[config.mk]
export PLATFORM = sky130hd
export DESIGN_NAME = laser_hit_detector
export DESIGN_NICKNAME = d
export VERILOG_FILES = /design/src/rtl/stg_pkg.sv /design/src/rtl/frame_overlap_latch.sv /design/src/rtl/laser_hit_detector.sv
export SDC_FILE = /design/constraint.sdc
export NUM_CORES = 1
export LEC_CHECK = 0
export CAP_MARGIN = 40
export CORE_MARGIN = 5
export CORE_UTILIZATION = 48
export DETAILED_ROUTE_END_ITERATION = 12
export PLACE_DENSITY = 0.91
export SKIP_CTS_REPAIR_TIMING = 1
export SLEW_MARGIN = 10
export SYNTH_ARGS = -nofsm -noshare
export SYNTH_HDL_FRONTEND = slang
export SYNTH_HIERARCHICAL = 1
export SYNTH_SLANG_ARGS = --single-unit
[constraint.sdc]
create_clock -name clk -period 8.5 [get_ports clk]
set_clock_uncertainty 0.2 [all_clocks]
set_input_delay 2.125 -clock clk [delete_from_list [all_inputs] [get_ports clk]]
set_output_delay 2.125 -clock clk [all_outputs]
set_load 0.02 [all_outputs]
[src/rtl/stg_pkg.sv]
// Shared game package: enemy state encoding, play-field size and combo threshold.
package stg_pkg;

    localparam int unsigned MAX_X = 384;
    localparam int unsigned MAX_Y = 448;
    localparam int unsigned COMBO_THRESHOLD = 7;

    typedef enum logic [1:0] {
        StAlive,
        StFlash,
        StDefeated
    } enemy_state_e;

    function automatic logic [7:0] sat_sub8(input logic [7:0] a, input logic [7:0] b);
        return (a > b) ? (a - b) : 8'd0;
    endfunction

endpackage

[src/rtl/frame_overlap_latch.sv]
// Detects the last pixel of the play field and latches laser/enemy coincidence within a frame.
module frame_overlap_latch
    import stg_pkg::*;
(
    input  logic       clk,
    input  logic       reset,
    input  logic [9:0] x,
    input  logic [9:0] y,
    input  logic       laser_on,
    input  logic       enemy_on,
    output logic       frame_end,
    output logic       overlap
);

    logic overlap_q;
    logic coincide;

    always_comb begin
        coincide  = laser_on & enemy_on;
        frame_end = (x == 10'(MAX_X - 1)) && (y == 10'(MAX_Y - 1));
        // Same-cycle coincidence counts, so a hit on the frame_end pixel is not lost.
        overlap   = overlap_q | coincide;
    end

    always_ff @(posedge clk) begin
        if (reset) begin
            overlap_q <= 1'b0;
        end else if (frame_end) begin
            overlap_q <= 1'b0;
        end else if (coincide) begin
            overlap_q <= 1'b1;
        end
    end

endmodule

[src/rtl/laser_hit_detector.sv]
// Per-frame laser hit detection, enemy HP and ALIVE/FLASH/DEFEATED state.
// Optional combo damage boost enabled with macro LASER_HIT_COMBO_EN.
module laser_hit_detector
    import stg_pkg::*;
#(
    parameter int unsigned HP_INIT      = 100,
    parameter int unsigned DAMAGE       = 1,
    parameter int unsigned FLASH_FRAMES = 4
) (
    input  logic       clk,
    input  logic       reset,
    input  logic [9:0] x,
    input  logic [9:0] y,
    input  logic       laser_on,
    input  logic       enemy_on,
    input  logic       revive,
    output logic [7:0] hp,
    output logic       hit,
    output logic       flash,
    output logic       defeated
);

    localparam logic [7:0] HpInit      = 8'(HP_INIT);
    localparam logic [7:0] DamageBase  = 8'(DAMAGE);
    localparam logic [3:0] FlashFrames = 4'(FLASH_FRAMES);

    enemy_state_e state_q;
    logic [3:0]   flash_cnt_q;
    logic [7:0]   hp_q;
    logic         hit_q;
    logic         flash_q;
    logic         defeated_q;
    logic [7:0]   damage;
    logic [7:0]   hp_after_hit;
    logic         frame_end;
    logic         overlap;

    frame_overlap_latch u_frame_overlap_latch (
        .clk       (clk),
        .reset     (reset),
        .x         (x),
        .y         (y),
        .laser_on  (laser_on),
        .enemy_on  (enemy_on),
        .frame_end (frame_end),
        .overlap   (overlap)
    );

`ifdef LASER_HIT_COMBO_EN
    localparam int unsigned DamageDouble = 2 * DAMAGE;
    localparam logic [7:0]  DamageCombo  = (DamageDouble > 255) ? 8'd255 : 8'(DamageDouble);

    logic [2:0] combo_q;

    assign damage = (combo_q == 3'(COMBO_THRESHOLD)) ? DamageCombo : DamageBase;

    // Counts consecutive hit frames; FLASH frames in between neither add nor break a combo.
    always_ff @(posedge clk) begin
        if (reset) begin
            combo_q <= 3'd0;
        end else if (state_q == StDefeated) begin
            combo_q <= 3'd0;
        end else if (state_q == StAlive && frame_end) begin
            if (!overlap) begin
                combo_q <= 3'd0;
            end else if (combo_q != 3'(COMBO_THRESHOLD)) begin
                combo_q <= combo_q + 3'd1;
            end
        end
    end
`else
    assign damage = DamageBase;
`endif

    assign hp_after_hit = sat_sub8(hp_q, damage);

    always_ff @(posedge clk) begin
        if (reset) begin
            state_q     <= StAlive;
            hp_q        <= HpInit;
            flash_cnt_q <= 4'd0;
            hit_q       <= 1'b0;
            flash_q     <= 1'b0;
            defeated_q  <= 1'b0;
        end else begin
            hit_q      <= 1'b0;
            flash_q    <= (state_q == StFlash);
            defeated_q <= (state_q == StDefeated);
            unique case (state_q)
                StAlive: begin
                    if (frame_end && overlap) begin
                        hp_q  <= hp_after_hit;
                        hit_q <= 1'b1;
                        if (hp_after_hit == 8'd0) begin
                            state_q <= StDefeated;
                        end else begin
                            state_q     <= StFlash;
                            flash_cnt_q <= FlashFrames;
                        end
                    end
                end
                StFlash: begin
                    if (frame_end) begin
                        flash_cnt_q <= flash_cnt_q - 4'd1;
                        if (flash_cnt_q == 4'd1) begin
                            state_q <= StAlive;
                        end
                    end
                end
                StDefeated: begin
                    // Revive wins over any same-cycle frame_end since DEFEATED ignores frames.
                    if (revive) begin
                        hp_q    <= HpInit;
                        state_q <= StAlive;
                    end else begin
                        hp_q <= 8'd0;
                    end
                end
                default: begin
                    state_q <= StAlive;
                end
            endcase
        end
    end

    assign hp       = hp_q;
    assign hit      = hit_q;
    assign flash    = flash_q;
    assign defeated = defeated_q;

endmodule

==> metrics.md <==
| Metric | Value |
|---|---|
| Outcome | finished, final reports clean |
| Worst path slowest cell | nor4bb_1 |
| Design Power | 142 µW |
| Drt drc | 0 |
| Max-slew headroom | 0.547 |
| HPWL after detailed placement | 2.31 mm |
| Syn-to-layout area delta | 36.2% |
| Starting DRT DRC Count | 47 |
| Die X | 57.4 µm |
| IO Port Bufs | 35 |
| Fin crit period | 4.90 ns |
| Crit end category | flop |
| I/O pin total | 36 |
| GRT overflow | 0 |
| Final Hold Viols | 0 |
| Ratio of cells with drive above 1 in the final layout | 0.0536 |
| PD cells | 96.6 nW/µm² |
| Core Box Area | 2170 µm² |
| Final Max Slew Viols | 0 |
| Fin crit share | 0.576 |
| Number of library cell types mapped by synthesis | 42 |
| Pre-Repair DR Iteration Count | 4 |
| VDD IR-drop max | 73.3 µV |
| Worst endpoint required time | 8.53 ns |
| WP data arrival | 4.93 ns |
| Die area | 3290 µm² |
| Critical Path Source Type | input port |
| Hold WC Path Type | flop to flop |
| Critical Path Max Stage Delay | 0.52 ns |
| Largest net degree at the start of global routing | 18 |
| CTS H-Tree Depth | 1 |
| Final nets | 199 |
| RSZ-0062 raised after global routing | false |
| Crit path max fanout | 6 |
| Routed WL | 2.87 mm |
| Placed Cells | 193 |
| # Max-Cap Violations | 0 |
| Critical path's top delay family | simple AND/OR/NAND/NOR gates |
| Clock tree root driver cell | clkbuf_4 |
| Number of global-route vias before repair | 1,141 |
| First-pass GRT wire length | 4.79 mm |
| Critical path class | input port to flop |
| Area occupied by multi-input gates | 669 µm² |
| Post-synth EDFFs | 0 |
| Total GRT Usage | 0.181 |
| Post-synthesis cell count | 134 |
| Warnings, synthesis | 6 |
| Detail Route Antenna Nets | 0 |
| GPL Wtd Cong | 0.988 |
| Mapped Area | 1080 µm² |
| Slew @ Worst Pin | 0.673 ns |
| Seq cells post-synth | 18 |
| Vias | 1,166 |
| CTS Buf Count | 3 |
| CTS Sinks | 18 |
| Syn_area_per_cell | 8.04 µm² |
| CP Cell Sequence | clkdlybuf4s50_1 > nand4_1 > or3_1 > nor3_1 > nor4bb_1 > nand2b_1 > inv_1 > nand2_1 > o22ai_1 > o2bb2ai_1 |
| Vias per cell | 5.95 |
| Buf/Inv on CP | 2 |
| Worst-path clk slew | 0.10 ns |
| Setup violators final | 0 |
| Setup TNS | 0 ns |
| Clock Latency Late Sink | 0.29 ns |
| CTS tree | built |
| Fmax | 204 MHz |
| Main synth FF type | dfxtp_1 |
| Synthesized Nets | 163 |
| Final cell count without fillers | 196 |
| Filler cell count | 185 |
| ANT cells | 0 |
| Storage cell area | 360 µm² |
| Initial antenna violation count | 0 |
| Num rows | 17 |
| Per-cell routed wire length | 14.6 µm |
| Height of the die | 57.4 µm |
| Post-synthesis sequential area ratio | 0.334 |
| Clock buffer depth | 2 |
| Synth async-reset ratio | 0 |
| Initial core utilization | 0.497 |
| Leak pwr | 0.000499 µW |
[routing by layer]
layer / vias to the layer above / GRT usage / routed length [µm]
li1: 569 / - / -
met1: 526 / 0.222 / 1200
met2: 65 / 0.315 / 1380
met3: 6 / 0.0294 / 230
met4: 0 / 0.0695 / 51
met5: - / 0 / 0
[placed cells by master, fill, tap and decap left out, types with 2 or more instances in the layout]
cell type / n
a221o_1: 3
dfxtp_1: 18
nand4_1: 3
nand2b_1: 4
inv_1: 8
nor2b_1: 2
nand4b_1: 3
a21oi_1: 8
clkbuf_4: 3
ha_1: 4
nor4bb_1: 2
nor3_1: 3
or2_2: 2
nand3_1: 3
o21ai_0: 13
o211ai_1: 2
nor2_1: 15
clkdlybuf4s50_1: 35
or4_1: 2
nand2_1: 10
o21ba_2: 3
or3_1: 2
[power by group]
part / internal, µW / total [µW] / leakage [µW] / switching, µW
combinational: 11.3 / 15.3 / 0.000340 / 3.99
sequential: 84.6 / 84.7 / 0.000145 / 0.0931
clock: 16.5 / 41.8 / 0.0000138 / 25.3
[stage by stage]
| step | instance area [µm²] | worst slack (ns) | hold WS, ns | utilization |
|---|---|---|---|---|
| after floorplan | 1080 | 4.25 | 0.306 | - |
| after global placement | 1450 | 3.42 | 0.309 | 0.666 |
| after detailed placement | 1450 | 3.36 | 0.333 | 0.666 |
| after CTS | 1470 | 3.65 | 0.348 | 0.676 |
| after global routing | 1470 | 3.43 | 0.381 | 0.676 |
| final | 1470 | 3.60 | 0.343 | 0.676 |
[layout make-up]
| cell class | count | share of cell area |
|---|---|---|
| clock buffers | 3 | 0.0153 |
| inverters | 8 | 0.0205 |
| multi-input cells | 104 | 0.456 |
| flip-flops and latches | 18 | 0.246 |
| well taps | 28 | 0.0239 |
| repair buffers | 35 | 0.239 |
[cell families (layout without fill, tap and decap cells)]
family                   count (synthesis)  after routing  share of synthesized area
AO/OA/AOI/OAI                           43             43                      0.278
buffers and inverters                   12             46                     0.0441
XOR/XNOR                                 1              1                    0.00813
adder cells (fa/ha/maj)                  4              4                     0.0465
flip-flops                              18             18                      0.334
multiplexers                             1              1                    0.00929
AND/OR/NAND/NOR                         55             55                      0.280
[synth_stat cells (2+ instances only)]
library cell / instances / area share
a21oi_1: 8 / 0.037
nor2b_1: 2 / 0.012
inv_1: 8 / 0.028
buf_2: 2 / 0.0093
o211ai_1: 2 / 0.014
or2_2: 2 / 0.012
clkbuf_1: 2 / 0.0070
a221o_1: 3 / 0.028
o21ba_2: 3 / 0.028
nor2_1: 15 / 0.052
or3_1: 2 / 0.012
nand2b_1: 4 / 0.023
nor3_1: 3 / 0.014
or4_1: 2 / 0.014
nand2_1: 10 / 0.035
nand3_1: 3 / 0.014
nor4bb_1: 2 / 0.019
nand4_1: 3 / 0.017
nand4b_1: 3 / 0.024
o21ai_0: 13 / 0.060
ha_1: 4 / 0.046
dfxtp_1: 18 / 0.33
[path summary, 6_finish.rpt]
| path | start | to | slack [ns] | cells past startpoint |
|---|---|---|---|---|
| setup reg to reg | hp[0] | flash_cnt_q[2] | 6.01 | 7 |
| hold reg to reg | hp[1] | hp[1] | 0.34 | 2 |
| hold / removal | hp[1] | hp[1] | 0.34 | 2 |
| setup / recovery | x[1] | hp[3] | 3.60 | 10 |
[worst register-to-register path, stage by stage, from the launching register on]
cell      delay [ns]
dfxtp_1         0.46
inv_1           0.10
ha_1            0.30
nor4bb_1        0.33
nand3_1         0.14
a311oi_2        0.50
nor2_1          0.14
o21ba_2         0.23
[state kept, by name (all words and copies together), names as in the netlist]
| name | flops |
|---|---|
| hp | 8 |
| state_q | 2 |
| flash_cnt_q | 4 |
| defeated | 1 |
| u_frame_overlap_latch/overlap_q | 1 |
| hit | 1 |
| flash | 1 |
No activity file was read; power rests on OpenSTA's default activity.
